## config.mk

```make
export PLATFORM = sky130hd
export DESIGN_NAME = player_input_capture
export DESIGN_NICKNAME = d
export VERILOG_FILES = /design/src/rtl/player_input_capture_pkg.sv /design/src/rtl/player_input_capture_debounce.sv /design/src/rtl/player_input_capture.sv
export SDC_FILE = /design/constraint.sdc
export NUM_CORES = 1
export LEC_CHECK = 0
export BUFFER_PORTS_ARGS = -buffer_cell sky130_fd_sc_hd__buf_2
export CORE_ASPECT_RATIO = 0.5
export CORE_UTILIZATION = 64
export CTS_BUF_LIST = sky130_fd_sc_hd__clkbuf_8
export CTS_CLUSTER_SIZE = 25
export DETAILED_ROUTE_END_ITERATION = 6
export HOLD_SLACK_MARGIN = 0.08
export PLACE_DENSITY_LB_ADDON = 0.05
export SLEW_MARGIN = 30
export SYNTH_ARGS = -nofsm -noshare
export SYNTH_HDL_FRONTEND = slang
export SYNTH_SLANG_ARGS = --single-unit
```

## constraint.sdc

```tcl
create_clock -name i_clk -period 5.2 [get_ports i_clk]
set_clock_uncertainty 0.2 [all_clocks]
set_input_delay 1.04 -clock i_clk [delete_from_list [all_inputs] [get_ports i_clk]]
set_output_delay 1.04 -clock i_clk [all_outputs]
set_load 0.01 [all_outputs]
```

## src/rtl/player_input_capture_pkg.sv

```systemverilog
// Shared colour codes, capture FSM states and the one-hot -> colour encoder.
package player_input_capture_pkg;

  localparam logic [1:0] COL_0 = 2'b00;
  localparam logic [1:0] COL_1 = 2'b01;
  localparam logic [1:0] COL_2 = 2'b10;
  localparam logic [1:0] COL_3 = 2'b11;

  typedef enum logic [2:0] {
    ST_IDLE,
    ST_WAIT_PRESS,
    ST_DB_PRESS,
    ST_WAIT_RELEASE,
    ST_DB_RELEASE,
    ST_DONE,
    ST_FAULT
  } state_t;

  function automatic logic is_one_hot(input logic [3:0] v);
    return (v != 4'b0000) && ((v & (v - 4'b0001)) == 4'b0000);
  endfunction

  // Non-one-hot vectors never reach the encoder on an accepted press.
  function automatic logic [1:0] encode_colour(input logic [3:0] v);
    case (v)
      4'b0010: return COL_1;
      4'b0100: return COL_2;
      4'b1000: return COL_3;
      default: return COL_0;
    endcase
  endfunction

endpackage

```

## src/rtl/player_input_capture_debounce.sv

```systemverilog
// Button synchroniser plus stability tracker. The tracked value doubles as the
// press candidate; i_clr restarts the stability count from the current sample.
module button_debounce #(
  parameter int DEBOUNCE_CYCLES = 16,
  parameter int W               = 4
) (
  input  logic         i_clk,
  input  logic         i_rst,
  input  logic         i_clr,
  input  logic [W-1:0] i_raw,
  output logic [W-1:0] o_sb,
  output logic [W-1:0] o_stable_value,
  output logic         o_stable,
  output logic         o_changed
);

  localparam int CW = (DEBOUNCE_CYCLES > 2) ? $clog2(DEBOUNCE_CYCLES) : 1;
  // Latch sample plus (CNT_MAX+1) matching samples gives DEBOUNCE_CYCLES total.
  localparam logic [CW-1:0] CNT_MAX = CW'(DEBOUNCE_CYCLES - 2);

  logic [W-1:0]  r_meta, r_sync, r_val;
  logic [CW-1:0] r_cnt;

  // Two-flop synchroniser for the asynchronous button pins.
  always_ff @(posedge i_clk or posedge i_rst) begin
    if (i_rst) begin
      r_meta <= '0;
      r_sync <= '0;
    end else begin
      r_meta <= i_raw;
      r_sync <= r_meta;
    end
  end

  // Track the last value and count consecutive matching samples (saturating).
  always_ff @(posedge i_clk or posedge i_rst) begin
    if (i_rst) begin
      r_val <= '0;
      r_cnt <= '0;
    end else if (i_clr || (r_sync != r_val)) begin
      r_val <= r_sync;
      r_cnt <= '0;
    end else if (r_cnt != CNT_MAX) begin
      r_cnt <= r_cnt + 1'b1;
    end
  end

  assign o_sb           = r_sync;
  assign o_stable_value = r_val;
  assign o_changed      = (r_sync != r_val);
  assign o_stable       = !o_changed && (r_cnt == CNT_MAX);

endmodule

```

## src/rtl/player_input_capture.sv

```systemverilog
// Player button capture: debounces presses, packs accepted colours into a
// sequence word and reports complete / timeout / invalid-press outcomes.
module player_input_capture
  import player_input_capture_pkg::*;
#(
  parameter int DEBOUNCE_CYCLES = 16,
  parameter int TIMEOUT_CYCLES  = 1024,
  parameter int MAX_LEN         = 16
) (
  input  logic                 i_clk,
  input  logic                 i_rst,
  input  logic                 i_en,
  input  logic [3:0]           i_buttons,
  input  logic [3:0]           i_sequence_len,
  output logic [2*MAX_LEN-1:0] o_seq_out,
  output logic [4:0]           o_entry_count,
  output logic                 o_press_pulse,
  output logic [1:0]           o_press_colour,
  output logic                 o_busy,
  output logic                 o_complete,
  output logic                 o_timeout,
  output logic                 o_invalid
);

  localparam int             TW       = $clog2(TIMEOUT_CYCLES);
  localparam logic [TW-1:0]  TO_LAST  = TW'(TIMEOUT_CYCLES - 1);
  localparam logic [4:0]     CNT_FULL = 5'(MAX_LEN);

  state_t               r_state, w_next;
  logic [TW-1:0]        r_to;
  logic [2*MAX_LEN-1:0] r_seq;
  logic [4:0]           r_count;
  logic                 r_pulse, r_complete, r_timeout, r_invalid;
  logic [1:0]           r_colour;

  logic [3:0] w_sb, w_sv;
  logic       w_stable, w_changed;
  logic       w_db_clr, w_clear, w_accept, w_to_inc;
  logic       w_set_complete, w_set_timeout, w_set_invalid;
  logic [4:0] w_target;

  button_debounce #(
    .DEBOUNCE_CYCLES(DEBOUNCE_CYCLES),
    .W              (4)
  ) u_db (
    .i_clk         (i_clk),
    .i_rst         (i_rst),
    .i_clr         (w_db_clr),
    .i_raw         (i_buttons),
    .o_sb          (w_sb),
    .o_stable_value(w_sv),
    .o_stable      (w_stable),
    .o_changed     (w_changed)
  );

  assign w_target = {1'b0, i_sequence_len} + 5'd1;

  // State register.
  always_ff @(posedge i_clk or posedge i_rst) begin
    if (i_rst) r_state <= ST_IDLE;
    else       r_state <= w_next;
  end

  // Next-state and control strobes; en low overrides everything.
  always_comb begin
    w_next         = r_state;
    w_db_clr       = 1'b0;
    w_clear        = 1'b0;
    w_accept       = 1'b0;
    w_to_inc       = 1'b0;
    w_set_complete = 1'b0;
    w_set_timeout  = 1'b0;
    w_set_invalid  = 1'b0;
    if (!i_en) begin
      w_next  = ST_IDLE;
      w_clear = 1'b1;
    end else begin
      case (r_state)
        ST_IDLE: begin
          w_next  = ST_WAIT_PRESS;
          w_clear = 1'b1;
        end
        ST_WAIT_PRESS: begin
          if (r_to == TO_LAST) begin
            w_next        = ST_FAULT;
            w_set_timeout = 1'b1;
          end else begin
            w_to_inc = 1'b1;
            if (w_sb != 4'b0000) begin
              w_db_clr = 1'b1;
              w_next   = ST_DB_PRESS;
            end
          end
        end
        ST_DB_PRESS: begin
          if (w_changed) begin
            w_next = ST_WAIT_PRESS;
          end else if (w_stable) begin
            if (is_one_hot(w_sv)) begin
              w_accept = (r_count != CNT_FULL);
              w_next   = ST_WAIT_RELEASE;
            end else begin
              w_set_invalid = 1'b1;
              w_next        = ST_FAULT;
            end
          end
        end
        ST_WAIT_RELEASE: begin
          if (w_sb == 4'b0000) begin
            w_db_clr = 1'b1;
            w_next   = ST_DB_RELEASE;
          end
        end
        ST_DB_RELEASE: begin
          if (w_changed) begin
            w_next = ST_WAIT_RELEASE;
          end else if (w_stable) begin
            if (r_count == w_target) begin
              w_set_complete = 1'b1;
              w_next         = ST_DONE;
            end else begin
              w_next = ST_WAIT_PRESS;
            end
          end
        end
        ST_DONE, ST_FAULT: w_next = r_state;
        default:           w_next = ST_IDLE;
      endcase
    end
  end

  // Idle-wait timer: runs while waiting for a press, cleared by each accept.
  always_ff @(posedge i_clk or posedge i_rst) begin
    if (i_rst)                    r_to <= '0;
    else if (w_clear || w_accept) r_to <= '0;
    else if (w_to_inc)            r_to <= r_to + 1'b1;
  end

  // Sequence packing, press strobe and sticky outcome flags.
  always_ff @(posedge i_clk or posedge i_rst) begin
    if (i_rst) begin
      r_seq      <= '0;
      r_count    <= '0;
      r_pulse    <= 1'b0;
      r_colour   <= COL_0;
      r_complete <= 1'b0;
      r_timeout  <= 1'b0;
      r_invalid  <= 1'b0;
    end else if (w_clear) begin
      r_seq      <= '0;
      r_count    <= '0;
      r_pulse    <= 1'b0;
      r_colour   <= COL_0;
      r_complete <= 1'b0;
      r_timeout  <= 1'b0;
      r_invalid  <= 1'b0;
    end else begin
      r_pulse <= w_accept;
      if (w_accept) begin
        r_seq[{r_count[3:0], 1'b0} +: 2] <= encode_colour(w_sv);
        r_count  <= r_count + 5'd1;
        r_colour <= encode_colour(w_sv);
      end
      if (w_set_complete) r_complete <= 1'b1;
      if (w_set_timeout)  r_timeout  <= 1'b1;
      if (w_set_invalid)  r_invalid  <= 1'b1;
    end
  end

  assign o_seq_out      = r_seq;
  assign o_entry_count  = r_count;
  assign o_press_pulse  = r_pulse;
  assign o_press_colour = r_colour;
  assign o_complete     = r_complete;
  assign o_timeout      = r_timeout;
  assign o_invalid      = r_invalid;
  assign o_busy         = (r_state != ST_IDLE) && (r_state != ST_DONE) &&
                          (r_state != ST_FAULT);

endmodule

```

==> results of run 1 <==
-- sequential cells by signal, indices dropped and copies added (netlist names) --
name,flops
r_state,3
r_to,10
u_db.r_cnt,4
o_timeout,1
u_db.o_sb,4
o_press_pulse,1
o_complete,1
o_entry_count,5
u_db.o_stable_value,4
o_seq_out,32
o_press_colour,2
u_db.r_meta,4
o_invalid,1
-- cells by family (layout without fill, tap and decap cells) --
group | after synthesis | in the layout
and+or+nand+nor | 168 | 168
DFF | 72 | 72
AOI/OAI and AO/OA | 63 | 63
buffers and inverters | 36 | 83
xor gates and xnor gates | 28 | 28
muxes | 25 | 25
adders and majority gates | 8 | 8
-- power by group --
part           switching, µW  internal [µW]
registers               34.9            576
logic                    144           71.3
clock network            206            214
-- cell type report --
type / count / area (µm²) / share of cell area
clock buffer: 9 / 124 / 0.0290
sequential: 72 / 1800 / 0.422
tap: 73 / 91.3 / 0.0214
multi-input combinational: 292 / 1860 / 0.436
inverter: 9 / 35.0 / 0.00820
clock inverter: 7 / 56.3 / 0.0132
timing repair buffer: 58 / 300 / 0.0703
-- cell usage after synthesis (all sizes together) (5+ instances only) --
library cell and instances:
nor2 35, a21oi 17, nand4 11, nand2 49
mux2i 23, o21ai 17, or3 9, inv 9
dfrtp 72, xnor2 23, nand3 28, nor3 14
buf 6, clkbuf 21, xor2 5, ha 8
-- critical path, stage by stage, from the launching register on --
cell       delay (ps)
dfrtp_1           600
inv_1             190
ha_1              360
nand4bb_1         160
nand3_1           210
a2111o_1          660
nor3_1            480
mux2i_1           250
-- routing by layer --
layer	GRT usage	vias to the layer above	share of wire
met1	0.399	1527	0.46
met4	0.114	0	0.013
met3	0.106	10	0.058
met5	0	-	0
li1	-	1485	-
met2	0.481	88	0.47
-- through the flow --
stage	power [µW]	utilization	instance area, µm²	worst slack (ps)	hold WS [ps]
global route	1300	0.761	4270	1790	158
floorplan	770	-	3810	2140	131
global placement	818	0.727	4080	2110	134
finish	1250	0.761	4270	2000	150
CTS	1250	0.759	4260	1960	152
detailed placement	830	0.727	4080	1960	135
-- worst paths after layout --
check	from	endpoint
setup / recovery	o_entry_count[0]$_DFFE_PP0P_	o_seq_out[6]$_DFFE_PP0P_
hold / removal	u_db.r_meta[0]$_DFF_PP0_	u_db.o_sb[0]$_DFF_PP0_
setup reg to reg	o_entry_count[0]$_DFFE_PP0P_	o_seq_out[6]$_DFFE_PP0P_
hold reg to reg	u_db.r_meta[0]$_DFF_PP0_	u_db.o_sb[0]$_DFF_PP0_
max in group asynchronous	i_rst	o_seq_out[8]$_DFFE_PP0P_
min in group asynchronous	i_rst	o_seq_out[22]$_DFFE_PP0P_
==> impl_metrics.ini, run 1 <==
[logic_synthesis]
synth_top_area_cell = dfrtp_1
synth_top_family_by_area = simple AND/OR/NAND/NOR gates
synth_compound_area_frac = 0.116
synth_seq_area_share = 0.473
ys_types = 50
synthFlopType = dfrtp_1
synth_async_sr_flop_share = 1.00
ys_seq_elements = 72
synth_top_area_share = 0.473
yosys.area_share.simple = 0.213
netlist_area_mm2 = 0.00381
synth_edf_count = 0
synth-xor-area-share = 0.0643
syn_avg_cell_area_um2 = 9.53
synth_warnings = 0
syn_nets = 419
synthesis.instances = 400
synth_fa_ha_area_frac = 0.0263
synthMuxAreaShare = 0.0663
ys_top_cells_by_area = dfrtp_1 (47%), mux2i_1 (6.0%), xnor2_1 (5.3%)

[cts]
clkSlewWorstSetupHoldPaths_ps = 80
postCtsSetupRepairBufs = 0
clockBufferDepth = 2
cts-root-buf = clkbuf_8
tritoncts = built
clkSinkCount = 72
cts_max_level = 3
clk_latency_ps = 360
ctsHoldBuffers = 0
cts_resized = 0
cts_buffers = 9

[setup_path]
arrival_ps = 3290
worst_r2r_path_depth = 7
worstSetupEndpointType = register
start_kind = register
critPathMaxFanout = 25
timing.reg2reg.setup_slack_ps = 2000
required_ps = 5280
path_class = register to register

[placement]
gp_congestion = 0.879
dp_hpwl_um = 6080
dp_cells = 503
portBuffers = 54

[grt]
grt_remaining_overflow = 0
grt_pass1_wl_um = 14600
grt_pass1_vias = 3039
grt_max_degree = 48
grtUsageTotal = 0.307
antenna_found_initial = 0

[route]
first_pass_iters = 6
viasPerCell = 5.98
drt_iter0_markers = 181
ant_nets = 0
drc = 12
drt-wirelength-per-cell_um = 16.6
routed_wl_um = 8610
num_vias = 3110

[layout]
final_cell_mix = dfrtp_1 (72), buf_2 (54), nand2_1 (49), nor2_1 (35), nand3_1 (28)
layout_commonest_cell = dfrtp_1
areaGrowthSynthToFinish_pct = 12.1
drive_gt1_frac = 0.183
antenna_cells = 0
final_cell_count_no_fill = 520
fill_cells = 415
nets = 461

[power]
irDropWorstVdd_mv = 0.231
power_density_mw_per_mm2 = 291
leakage_uw = 0.00197

[floorplanning]
dieArea_mm2 = 0.00629
core_area_mm2 = 0.00561
fp-row-count = 19
pin_count = 55
die_w_um = 111
die_h_um = 56.6
initial_utilization = 0.679

[sta]
setup_viol = 0
finalMaxSlewViolations = 0
rsz0062_at_grt = false
final.setup.tns_ps = 0
finalHoldViolations = 0
finalCritPeriodShare = 0.616
max_freq_mhz = 312
worst_pin_slew_ps = 834
max_slew_margin = 0.437
fin_crit_ps = 3200

[hold_path]
hold_class = register to register
hold_path_depth = 0

[run_status]
violations = design-rule violations
outcome = complete, but fails checks

[job]
drv_cap = 0
Note: power is estimated with default switching activity, not from simulation.
==> inputs of run 2 (changes only) <==
CORE_UTILIZATION = 54   (was 64)
clock period = 2.6 ns   (was 5.2 ns; I/O delays follow)
==> run 2 against run 1 <==
The run now ends clean. Die area rose by 18%. Critical path depth fell by 2. Worst setup slack worse by 1900 ps.
==> impl_metrics.ini, run 2 (synthesis results as in run 1) <==
[floorplanning]
die_w_um = 121
pin_count = 55
fp-row-count = 21
core_area_mm2 = 0.00675
initial_utilization = 0.564
die_h_um = 61.4
dieArea_mm2 = 0.00742

[route]
num_vias = 3190
first_pass_iters = 4
viasPerCell = 5.65
drt-wirelength-per-cell_um = 15.0
drt_iter0_markers = 202
routed_wl_um = 8490
ant_nets = 0
drc = 0

[placement]
dp_hpwl_um = 6180
dp_cells = 545
gp_congestion = 0.905
portBuffers = 54
post-place-ws_ps = -4.93

[layout]
nets = 488
layout_commonest_cell = dfrtp_1
largest_register_ffs = 32
antenna_cells = 0
drive_gt1_frac = 0.228
areaGrowthSynthToFinish_pct = 19.6
final_cell_mix = dfrtp_1 (71), buf_2 (54), nand2_1 (49), nor2_1 (35), nand3_1 (27)
final_cell_count_no_fill = 565

[sta]
holdWs_ps = 152
worst_pin_slew_ps = 752
rsz0062_at_grt = false
max_slew_margin = 0.492
setup_viol = 0
worst_slack_ps = 127
finalCritPeriodShare = 0.951
fin_crit_ps = 2470
finalHoldViolations = 0
max_freq_mhz = 404
finalMaxSlewViolations = 0

[cts]
clkSinkCount = 72
cts_max_level = 3
cts_buffers = 9
clk_latency_ps = 350
cts-root-buf = clkbuf_8
clockBufferDepth = 2
tritoncts = built
clkSlewWorstSetupHoldPaths_ps = 70

[grt]
grt_remaining_overflow = 0
antenna_found_initial = 0
grt_pass1_vias = 2898
grt_max_degree = 32
grt_pass1_wl_um = 13500
grtUsageTotal = 0.247

[power]
power_uw = 2610
irDropWorstVdd_mv = 0.377
power_density_mw_per_mm2 = 573
leakage_uw = 0.00210

[hold_path]
hold_class = register to register

[setup_path]
critPathMaxFanout = 21
arrival_ps = 2500
start_kind = register
worstSetupEndpointType = register
path_class = register to register
required_ps = 2630

[job]
drv_cap = 0

[run_status]
outcome = completed
==> run 2: cell types whose count changed in the layout (fill, tap and decap cells not counted), sizes merged <==
cell,delta
dlygate4sd3,+5
clkinvlp,+1
clkinv,-2
buf,+22
clkbuf,+3
inv,-3
==> run 2: routing by layer <==
layer / global-route usage / vias up / wire, µm
met5: 0 / - / 0
met4: 0.0864 / 0 / 92
met3: 0.0815 / 10 / 451
met2: 0.415 / 58 / 3970
met1: 0.309 / 1574 / 3970
li1: - / 1548 / -
==> run 2: path summary, 6_finish.rpt <==
kind                                                         start                         to  slack (ps)  cells after the start
worst max-delay path            u_db.o_stable_value[2]$_DFFE_PP0N_  o_seq_out[29]$_DFFE_PP0P_         130                      5
worst min-delay path                      u_db.r_meta[1]$_DFF_PP0_     u_db.o_sb[1]$_DFF_PP0_         150                      0
worst max register to register  u_db.o_stable_value[2]$_DFFE_PP0N_  o_seq_out[29]$_DFFE_PP0P_         130                      5
worst min register to register            u_db.r_meta[1]$_DFF_PP0_     u_db.o_sb[1]$_DFF_PP0_         150                      0
max in group asynchronous                                    i_rst        r_to[6]$_DFFE_PP0P_        1020                      4
min in group asynchronous                                    i_rst        r_to[0]$_DFFE_PP0P_         490                      3
==> run 2: worst max-delay path, cell delays in order, from the launching register on <==
cell and delay (ps):
dfrtp_1 450, xnor2_1 160, or3_1 330, a2111o_2 660
o41ai_1 430, a21oi_1 110
==> run 2: repair_timing <==
item / 4_1_cts / 5_1_grt
gates resized for setup: 1 / 1
endpoints found under the setup margin: 1 / 4
endpoints found under the hold margin: 18 / 0
pin swaps: 0 / 1
buffers inserted: 0 / 0
hold buffers: 5 / 0
==> run 2: stage by stage <==
stage	cell area, µm²	util	setup TNS, ps
CTS	4550	0.674	0
detailed placement	4300	0.636	-4.93
global route	4560	0.675	0
finish	4560	0.675	0
global placement	4300	0.636	0
floorplan	3840	-	0
==> run 2: report_power, final <==
part	leakage (µW)	internal [µW]	switching (µW)
logic	0.00101	189	327
registers	0.000974	1150	26.0
clock network	0.000108	513	402
==> run 2: area by class of cell <==
type	count	area, µm²
clock buffers	12	165
clock inverters	3	40.0
fillers	543	2200
inverters	9	37.5
multi-input cells	292	1870
flip-flops and latches	72	1800
well taps	92	115
repair buffers	85	528
==> inputs of run 3 (changes only) <==
CTS_BUF_LIST = sky130_fd_sc_hd__clkbuf_4   (was sky130_fd_sc_hd__clkbuf_8)
==> run 3 against run 2 <==
Critical path depth rose by 1. Flip-flop and latch count did not move. Design area fell by 1.9%. Register-to-register slack improved by 20 ps. Power fell by 10%. Largest cell class unchanged. Global-route usage fell by 0.17 points. Sequential power barely moved. Worst setup slack improved by 21 ps.
==> impl_metrics.ini, run 3 (synthesis results as in run 1) <==
[setup_path]
critPathCapture = o_seq_out[10]$_DFFE_PP0P_
required_ps = 2720
critPathMaxFanout = 9
arrival_ps = 2570
timing.reg2reg.setup_slack_ps = 150
rr_startpoint = u_db.o_stable_value[2]$_DFFE_PP0N_
worstSetupStartpoint = u_db.o_stable_value[2]$_DFFE_PP0N_
worstSetupEndpointType = register
path_class = register to register
regToRegEndpoint = o_seq_out[10]$_DFFE_PP0P_
start_kind = register
worst_r2r_path_depth = 6

[route]
met1_length_um = 3970
route.met3.wl_um = 386
num_vias = 3193
first_pass_iters = 4
highest_layer = met4
ant_nets = 0
drt-wirelength-per-cell_um = 15.0
drt_iter0_markers = 195
dr_wl_met2_um = 3980
routed_wl_um = 8450
drc = 0
viasPerCell = 5.65

[cts]
clkSinkCount = 72
cts_buffers = 9
cts-root-buf = clkbuf_4
cts_max_level = 3
clkSlewWorstSetupHoldPaths_ps = 110
tritoncts = built
clk_latency_ps = 430
postCtsSetupRepairBufs = 0
clockBufferDepth = 2

[sta]
finalCritPeriodShare = 0.943
final.setup.tns_ps = 0
max_freq_mhz = 408
setup_viol = 0
rsz0062_at_grt = false
worst_pin_slew_ps = 718
finalMaxSlewViolations = 0
holdWs_ps = 151
max_slew_margin = 0.515
fin_crit_ps = 2450
finalHoldViolations = 0

[layout]
largest_register_ffs = 32
finalInstanceArea_mm2 = 0.00447
final_util = 0.662
multiInputGateArea_mm2 = 0.00187
antenna_cells = 0
drive_gt1_frac = 0.222
regArea_mm2 = 0.00180
fill_cells = 551
nets = 488
final_cell_mix = dfrtp_1 (71), buf_2 (54), nand2_1 (49), nor2_1 (35), nand3_1 (27)
areaGrowthSynthToFinish_pct = 17.3
layout_commonest_cell = dfrtp_1

[power]
internal-power_uw = 1620
switching_power_uw = 728
p_seq_frac = 0.503
leakage_uw = 0.00206
power_density_mw_per_mm2 = 524
clkPwrFrac = 0.277
irDropWorstVdd_mv = 0.337
p_comb_frac = 0.221
swShare = 0.310

[floorplanning]
initial_utilization = 0.564
core_area_mm2 = 0.00675
die_w_um = 121
dieArea_mm2 = 0.00742
pin_count = 55
fp-row-count = 21
die_h_um = 61.4

[placement]
gp_congestion = 0.905
dp_hpwl_um = 6180
portBuffers = 54
placed_cell_area_mm2 = 0.00430

[hold_path]
hold_class = register to register

[run_status]
outcome = completed

[grt]
grt_max_degree = 32
antenna_found_initial = 0
grt_pass1_wl_um = 13500
grt_pass1_vias = 2877
grt_remaining_overflow = 0
grtUsageTotal = 0.245

[job]
drv_cap = 0
run 3: changes by cell type in the layout (fill, tap and decap cells not counted), sizes merged:
cell    previous run  this run
clkbuf            12         9
clkinv             2         5
run 3: repair_timing:
action	4_1_cts	5_1_grt
setup endpoints to repair	1	4
hold endpoints to repair	18	0
pin swaps	0	2
hold buffers	5	0
resized for setup	1	1
run 3: area by class of cell:
class / count / share of cell area
clock buffers: 9 / 0.0151
clock inverters: 6 / 0.0115
inverters: 9 / 0.00840
multi-input cells: 292 / 0.418
flip-flops and latches: 72 / 0.403
well taps: 92 / 0.0257
repair buffers: 85 / 0.118
run 3: how the worst min path moves through the flow:
stage / start / end / slack [ps] / cells after the start
after floorplan: u_db.r_meta[0]$_DFF_PP0_ / u_db.o_sb[0]$_DFF_PP0_ / 130 / 0
after global placement: u_db.r_meta[3]$_DFF_PP0_ / u_db.o_sb[3]$_DFF_PP0_ / 130 / 0
after detailed placement: u_db.r_meta[2]$_DFF_PP0_ / u_db.o_sb[2]$_DFF_PP0_ / 140 / 0
after CTS: u_db.r_meta[1]$_DFF_PP0_ / u_db.o_sb[1]$_DFF_PP0_ / 160 / 0
after global routing: u_db.r_meta[1]$_DFF_PP0_ / u_db.o_sb[1]$_DFF_PP0_ / 160 / 0
final: u_db.r_meta[1]$_DFF_PP0_ / u_db.o_sb[1]$_DFF_PP0_ / 150 / 0
run 3: metrics by stage:
step | setup WS [ps] | std cells | total power (µW)
after detailed placement | -4.93 | 545 | 1710
after CTS | 65.9 | 565 | 2360
after global placement | 115 | 545 | 1690
after global routing | 2.04 | 565 | 2470
after floorplan | 5.06 | 400 | 1540
final | 147 | 565 | 2340
run 3: worst max-delay path, cell delays in order (launching register included):
cell and delay (ps):
dfrtp_1 460, xnor2_1 160, or3_1 330, buf_4 200
a2111oi_4 450, nand4_1 220, mux2_2 320
run 3: layer usage:
layer	vias to the layer above	GRT usage
met5	-	0
met4	0	0.0882
met3	8	0.0704
met2	71	0.416
met1	1562	0.310
li1	1552	-
run 3: power groups by stage:
stage	logic (µW)	clock network [µW]	registers [µW]
after detailed placement	512	0	1200
final	517	648	1180
after global placement	497	0	1200
after CTS	518	669	1180
after global routing	577	710	1180
after floorplan	348	0	1190
